## src/rtl/fifo_pkg.sv

```systemverilog
// Shared FIFO definitions: count-width helper and the read-path timing
// constants used by every FIFO built on a registered-read RAM.
package fifo_pkg;

  // Read address advances to the next slot in the same cycle a pop is
  // accepted, so the following word is already on the RAM output after
  // the edge.
  localparam bit FIFO_PREFETCH = 1'b1;

  // A slot written on an edge cannot be read back on that same edge:
  // the RAM returns the old contents. empty is held for one extra cycle
  // whenever the word to be presented is the one being written.
  localparam bit FIFO_EMPTY_BUBBLE = 1'b1;

  // Width needed to hold a count in the range 0..depth inclusive.
  function automatic int fifo_cnt_width(input int depth);
    return $clog2(depth + 1);
  endfunction

endpackage

```

## src/rtl/fifo_sdp_ram.sv

```systemverilog
// Simple dual-port RAM: one synchronous write port and one read port with
// a registered output. A same-address read and write on one edge returns
// the old contents.
module fifo_sdp_ram
  import fifo_pkg::*;
#(
  parameter int C_DATA_WIDTH = 128,
  parameter int C_FIFO_DEPTH = 16
) (
  input  logic                            clk,
  input  logic                            we,
  input  logic [$clog2(C_FIFO_DEPTH)-1:0] waddr,
  input  logic [C_DATA_WIDTH-1:0]         wdata,
  input  logic [$clog2(C_FIFO_DEPTH)-1:0] raddr,
  output logic [C_DATA_WIDTH-1:0]         rdata
);

  logic [C_DATA_WIDTH-1:0] mem [0:C_FIFO_DEPTH-1];

  // Storage write and registered read; no reset so it maps onto block RAM.
  always_ff @(posedge clk) begin
    if (we) begin
      mem[waddr] <= wdata;
    end
    rdata <= mem[raddr];
  end

endmodule

```

## src/rtl/fifo_fwft_prog_thresh.sv

```systemverilog
// First-word-fall-through synchronous FIFO with runtime-programmable
// prog_full / prog_empty thresholds, single-cycle flush and one-cycle
// overflow / underflow pulses. Depth need not be a power of two.
//
// Handshake: a write is accepted on an edge where wren=1 and full=0; a pop
// is accepted on an edge where rden=1 and empty=0, and it consumes the
// word currently shown on dataout. Requests made while full/empty are
// refused (no state change) and reported on overflow/underflow instead.
module fifo_fwft_prog_thresh
  import fifo_pkg::*;
#(
  parameter int C_DATA_WIDTH = 128,
  parameter int C_FIFO_DEPTH = 16,
  parameter int C_CNT_WIDTH  = fifo_cnt_width(C_FIFO_DEPTH)
) (
  input  logic                    clk,
  input  logic                    rst,
  input  logic                    flush,
  input  logic                    wren,
  input  logic [C_DATA_WIDTH-1:0] datain,
  input  logic                    rden,
  output logic [C_DATA_WIDTH-1:0] dataout,
  output logic                    empty,
  output logic                    full,
  output logic [C_CNT_WIDTH-1:0]  count,
  input  logic [C_CNT_WIDTH-1:0]  prog_full_thresh,
  input  logic [C_CNT_WIDTH-1:0]  prog_empty_thresh,
  output logic                    prog_full,
  output logic                    prog_empty,
  output logic                    overflow,
  output logic                    underflow
);

  localparam int                     PTR_W    = $clog2(C_FIFO_DEPTH);
  localparam logic [PTR_W-1:0]       PTR_LAST = PTR_W'(C_FIFO_DEPTH - 1);
  localparam logic [C_CNT_WIDTH-1:0] CNT_FULL = C_CNT_WIDTH'(C_FIFO_DEPTH);
  localparam logic [C_CNT_WIDTH-1:0] CNT_ONE  = C_CNT_WIDTH'(1);

  logic [PTR_W-1:0]       wr_ptr;
  logic [PTR_W-1:0]       rd_ptr;
  logic [PTR_W-1:0]       rd_addr;
  logic                   wr_ok;
  logic                   rd_ok;
  logic                   ram_we;
  logic                   bubble;
  logic                   empty_nxt;
  logic [C_CNT_WIDTH-1:0] count_nxt;

  // Pointer advance with an explicit wrap so any depth works.
  function automatic logic [PTR_W-1:0] ptr_inc(input logic [PTR_W-1:0] p);
    return (p == PTR_LAST) ? '0 : p + PTR_W'(1);
  endfunction

  // Accept/refuse decisions, next count, prefetch address and empty bubble.
  always_comb begin
    wr_ok     = wren & ~full;
    rd_ok     = rden & ~empty;
    ram_we    = wr_ok & ~flush & ~rst;
    count_nxt = count + C_CNT_WIDTH'(wr_ok) - C_CNT_WIDTH'(rd_ok);
    rd_addr   = (rd_ok && FIFO_PREFETCH) ? ptr_inc(rd_ptr) : rd_ptr;
    // The word to present next is being written on this very edge: either
    // the FIFO is empty, or the only stored word is being popped.
    bubble    = FIFO_EMPTY_BUBBLE & wr_ok &
                ((count == '0) | (rd_ok & (count == CNT_ONE)));
    empty_nxt = (count_nxt == '0) | bubble;
  end

  // Pointers, count, status flags and error pulses; rst beats flush beats traffic.
  always_ff @(posedge clk) begin
    if (rst) begin
      wr_ptr     <= '0;
      rd_ptr     <= '0;
      count      <= '0;
      empty      <= 1'b1;
      full       <= 1'b0;
      prog_full  <= 1'b0;
      prog_empty <= 1'b1;
      overflow   <= 1'b0;
      underflow  <= 1'b0;
    end else if (flush) begin
      wr_ptr     <= '0;
      rd_ptr     <= '0;
      count      <= '0;
      empty      <= 1'b1;
      full       <= 1'b0;
      prog_full  <= (prog_full_thresh == '0);
      prog_empty <= 1'b1;
      overflow   <= 1'b0;
      underflow  <= 1'b0;
    end else begin
      if (wr_ok) begin
        wr_ptr <= ptr_inc(wr_ptr);
      end
      if (rd_ok) begin
        rd_ptr <= ptr_inc(rd_ptr);
      end
      count      <= count_nxt;
      empty      <= empty_nxt;
      full       <= (count_nxt == CNT_FULL);
      prog_full  <= (count_nxt >= prog_full_thresh);
      prog_empty <= (count_nxt <= prog_empty_thresh);
      overflow   <= wren & full;
      underflow  <= rden & empty;
    end
  end

  fifo_sdp_ram #(
    .C_DATA_WIDTH (C_DATA_WIDTH),
    .C_FIFO_DEPTH (C_FIFO_DEPTH)
  ) u_ram (
    .clk   (clk),
    .we    (ram_we),
    .waddr (wr_ptr),
    .wdata (datain),
    .raddr (rd_addr),
    .rdata (dataout)
  );

endmodule

```

## config.mk

```make
export PLATFORM = sky130hd
export DESIGN_NAME = fifo_fwft_prog_thresh
export DESIGN_NICKNAME = d
export VERILOG_FILES = /design/src/rtl/fifo_pkg.sv /design/src/rtl/fifo_sdp_ram.sv /design/src/rtl/fifo_fwft_prog_thresh.sv
export SDC_FILE = /design/constraint.sdc
export NUM_CORES = 2
export LEC_CHECK = 0
export ABC_AREA = 1
export CORE_UTILIZATION = 55
export CTS_BUF_LIST = sky130_fd_sc_hd__clkbuf_8
export CTS_CLUSTER_DIAMETER = 40
export DETAILED_ROUTE_END_ITERATION = 8
export PLACE_DENSITY = 0.8
export SETUP_SLACK_MARGIN = 0.4
export SYNTH_ARGS = -nofsm -noshare
export SYNTH_HDL_FRONTEND = slang
export SYNTH_HIERARCHICAL = 1
export SYNTH_SLANG_ARGS = --single-unit
```

## constraint.sdc

```tcl
create_clock -name clk -period 9.7 [get_ports clk]
set_input_delay 1.94 -clock clk [delete_from_list [all_inputs] [get_ports clk]]
set_output_delay 1.94 -clock clk [all_outputs]
set_load 0.02 [all_outputs]
```

==> impl_results.md <==
- Sum of routed wire length over all layers: 219 mm
- Insertion delay of the later-clocked pin in the worst-skew pair: 1030 ps
- Slew Limit Headroom: 7.77%
- Worst ir drop on vdd: 0.000142 V
- # DRC: 0
- Post-route clock skew: 66.4 ps
- Xor/xnor share of the synthesized area: 0.0577%
- Post-synth top area cell: sky130_fd_sc_hd__edfxtp_1
- Area growth from synthesis to layout: 12.5%
- Data required time of the critical path: 10670 ps
- Unrepaired setup endpoints after global routing: no
- Number of storage elements in the synthesis netlist: 2195
- Max H-tree Level: 5
- Post-synthesis simple-gate area fraction: 20.8%
- Number of nets in the synthesized netlist: 8104
- Core Rows: 147
- Category of the critical setup timing path: input pin to flop
- Maximum number of pins on one net before global-route repair: 265
- Max-slew violations: 0
- Buffers added on ports: 281
- Post-cts gate resize count: 0
- Detailed Routing Iterations Pass 1: 8
- Antenna violations before repair: 42
- Die height: 404 microns
- Via count of the first global-routing pass: 57900
- Fraction of synthesized area in multiplexers: 0%
- Crit-path cells: clkdlybuf4s50_1 > inv_1 > nor2_4 > inv_2 > a311o_1 > nand2_4 > buf_12 > buf_4 > buf_4 > nand2_1 > nand3_1 > nand3_1 > nand2_1 > nand2_1 > nand2_1
- Die ar.: 0.163 sq mm
- Slew at the pin closest to its max-slew limit: 1380 ps
- Number of cells produced by synthesis: 7945
- Final-stage net count: 8398
- Main combinational cell family by area after synthesis: simple AND/OR/NAND/NOR gates
- Number of distinct library cell variants in the gate-level netlist after synthesis: 37
- Element type at the critical path end: flop
- Setup slack of the critical path after layout: 4240 ps
- First-iteration detailed-routing DRC count: 7215
- Min Tclk post-route: 5460 ps
- HPWL after DPL: 104 mm
- Number of clock sinks seen by CTS: 2195
- Wire length of the first global-routing pass: 328 mm
- Share of async-settable or async-resettable flops after synthesis: 0%
- Clock tree buffer depth: 4
- Starting Density: 55.4%
- Core Footprint: 0.161 sq mm
- Data arrival at the endpoint of the critical path: 6430 ps
- Fin crit share: 56.3%
- Share of the synthesized area in compound gates (AO/OA/AOI/OAI): 0.111%
- Cell with the largest stage delay on the worst path: sky130_fd_sc_hd__buf_4
- Outcome: finished clean
- Worst-path clk slew: 60 ps
- Average via count per standard cell: 5.53
- Overall fraction of global-route tracks in use: 26.5%
- Post-placement cell area: 0.0932 sq mm
- Largest stage delay, worst path: 800 ps
- Cell types with the largest area share after synthesis: sky130_fd_sc_hd__edfxtp_1 69%, sky130_fd_sc_hd__nand2_1 12%, sky130_fd_sc_hd__nand3_1 8.3%
- Die extent in x: 404 microns
- Class of the worst hold path: flop to flop
- Worst slack at placement: 3410 ps
- Total gr overflow: 0
- Critical Path Start Type: input pin
- Clock root buffer: sky130_fd_sc_hd__clkbuf_8
- Post-synthesis instance area: 0.0889 sq mm
- Number of vias after detailed routing: 59200
- Routability Congestion: 0.791
- Number of nets with antenna violations after detailed routing: 0
- Layout cells sized above 1: 6.95%
- Number of flops mapped to enable cells by yosys: 2048
- TritonCTS clock tree: yes
- Final hold violations: 0
- Critical path peak fanout: 185
- Total of hold buffers inserted after clock tree synthesis: 0
- Number of max-cap violations: 0
- Static leakage power: 40.1 nW
- # IOs: 282
- Buffer count from post-CTS setup fixing: 0
- Post-Route Setup TNS: 0 ps
- Area share of fa/ha/maj cells after synthesis: 0.234%
- Top-area cell type share of the netlist area: 69.2%
- Power per unit of standard cell area: 197 mW/mm^2
- F_max: 183 MHz
- Post-Synthesis Mean Instance Area: 11.2 sq um
- Finish-stage setup viols: 0
- Seq/Total Area, Yosys: 72.5%
- Total CTS buffers: 367
- Dominant register cell in the synthesized netlist: sky130_fd_sc_hd__edfxtp_1
- Fin area: 0.100 sq mm
- Routed len/inst: 20.5 microns
- Most used cell along the critical path: sky130_fd_sc_hd__nand2_1
- Synthesis warning total: 6
## flip-flops by register name (all words and copies together) (netlist names)
| signal | cells |
|---|---|
| prog_empty | 1 |
| overflow | 1 |
| count | 5 |
| full | 1 |
| u_ram/mem | 2048 |
| u_ram/rdata | 128 |
| wr_ptr | 4 |
| prog_full | 1 |
| rd_ptr | 4 |
| underflow | 1 |
| empty | 1 |
## through the flow
stage          utilization, %  power, mW  instances  hold slack (ps)
2_1_floorplan               -       11.7       7945              495
3_3_place_gp             58.0       12.3      10000              497
3_5_place_dp             58.0       12.3      10000              497
4_1_cts                  62.3       19.8      10700              501
5_1_grt                  62.3       20.4      10700              523
6_report                 62.3       19.7      10700              502
## synth_stat cells, types with 2 or more instances
cell type,number
sky130_fd_sc_hd__xnor2_1,2
sky130_fd_sc_hd__nand3_1,1473
sky130_fd_sc_hd__clkbuf_1,71
sky130_fd_sc_hd__nand3_2,3
sky130_fd_sc_hd__a21oi_1,7
sky130_fd_sc_hd__buf_2,228
sky130_fd_sc_hd__o21ai_0,4
sky130_fd_sc_hd__nor2_1,35
sky130_fd_sc_hd__nand4_1,5
sky130_fd_sc_hd__dfxtp_1,147
sky130_fd_sc_hd__xor2_1,2
sky130_fd_sc_hd__nand2_2,2
sky130_fd_sc_hd__nand3b_1,4
sky130_fd_sc_hd__nand2_1,2835
sky130_fd_sc_hd__buf_4,91
sky130_fd_sc_hd__nor3_1,2
sky130_fd_sc_hd__nor2_4,2
sky130_fd_sc_hd__buf_6,4
sky130_fd_sc_hd__or2_1,4
sky130_fd_sc_hd__inv_1,892
sky130_fd_sc_hd__buf_1,32
sky130_fd_sc_hd__edfxtp_1,2048
sky130_fd_sc_hd__inv_2,3
sky130_fd_sc_hd__ha_1,15
sky130_fd_sc_hd__or2_2,22
## logic make-up (layout without fill, tap and decap cells)
| logic type | Yosys count | in the layout |
|---|---|---|
| compound gates | 16 | 16 |
| fa+ha+maj | 16 | 16 |
| flops | 2195 | 2195 |
| simple gates | 4391 | 4391 |
| xor+xnor | 5 | 5 |
| other cells | 0 | 22 |
| buf+inv | 1322 | 1901 |
## placed cells by master (no fill, tap or decap), types with 5 or more instances in the layout
| cell type | instances |
|---|---|
| sky130_fd_sc_hd__diode_2 | 22 |
| sky130_fd_sc_hd__clkinv_4 | 8 |
| sky130_fd_sc_hd__a21oi_1 | 7 |
| sky130_fd_sc_hd__nor2_4 | 18 |
| sky130_fd_sc_hd__inv_1 | 1020 |
| sky130_fd_sc_hd__dfxtp_1 | 147 |
| sky130_fd_sc_hd__nand4_1 | 5 |
| sky130_fd_sc_hd__clkinvlp_4 | 8 |
| sky130_fd_sc_hd__or2_2 | 22 |
| sky130_fd_sc_hd__inv_6 | 8 |
| sky130_fd_sc_hd__clkinv_1 | 61 |
| sky130_fd_sc_hd__ha_1 | 15 |
| sky130_fd_sc_hd__nand3_1 | 1473 |
| sky130_fd_sc_hd__clkinv_2 | 34 |
| sky130_fd_sc_hd__clkbuf_8 | 396 |
| sky130_fd_sc_hd__bufinv_16 | 9 |
| sky130_fd_sc_hd__edfxtp_1 | 2048 |
| sky130_fd_sc_hd__buf_12 | 22 |
| sky130_fd_sc_hd__buf_4 | 48 |
| sky130_fd_sc_hd__nand2_1 | 2833 |
| sky130_fd_sc_hd__clkdlybuf4s50_1 | 281 |
| sky130_fd_sc_hd__nor2_1 | 19 |
## critical path, delay by kind of cell
kind                   cells  cell delay [ps]
AO/OA/AOI/OAI              1              320
buffers and inverters      6             2880
AND/OR/NAND/NOR            8             1030
## layer usage
metal  global-route usage (%)  wire length, microns  part of all wire [%]
met5                        0                   210                 0.096
met2                     42.9                105000                    48
met4                     13.3                  8810                   4.0
met1                     33.8                 81900                    37
met3                     5.91                 23000                    11
## power breakdown
| group | leakage, nW | switching [mW] | total [mW] | internal, mW |
|---|---|---|---|---|
| combinational | 16.4 | 1.08 | 1.60 | 0.517 |
| clock | 3.97 | 3.56 | 7.56 | 4.00 |
| sequential | 19.7 | 0.0673 | 10.5 | 10.5 |
## final cells by class
| cell class | count | area (sq um) |
|---|---|---|
| clock buffer | 396 | 5450 |
| clock inverter | 258 | 1350 |
| multi-input combinational | 4428 | 19000 |
| fill | 11600 | 60600 |
| inverter | 896 | 3410 |
| sequential | 2195 | 64400 |
| tap | 2160 | 2700 |
| timing repair buffer | 351 | 3610 |
| antenna | 22 | 55.1 |
## final timing paths
path         cells past startpoint  slack [ps]              end  startpoint
max                             15        4240  u_ram/rdata[59]        rden
min                              2         500        underflow       empty
max reg2reg                     13        5380  u_ram/rdata[59]       empty
min reg2reg                      2         500        underflow       empty
No activity file was read; power rests on OpenSTA's default activity.
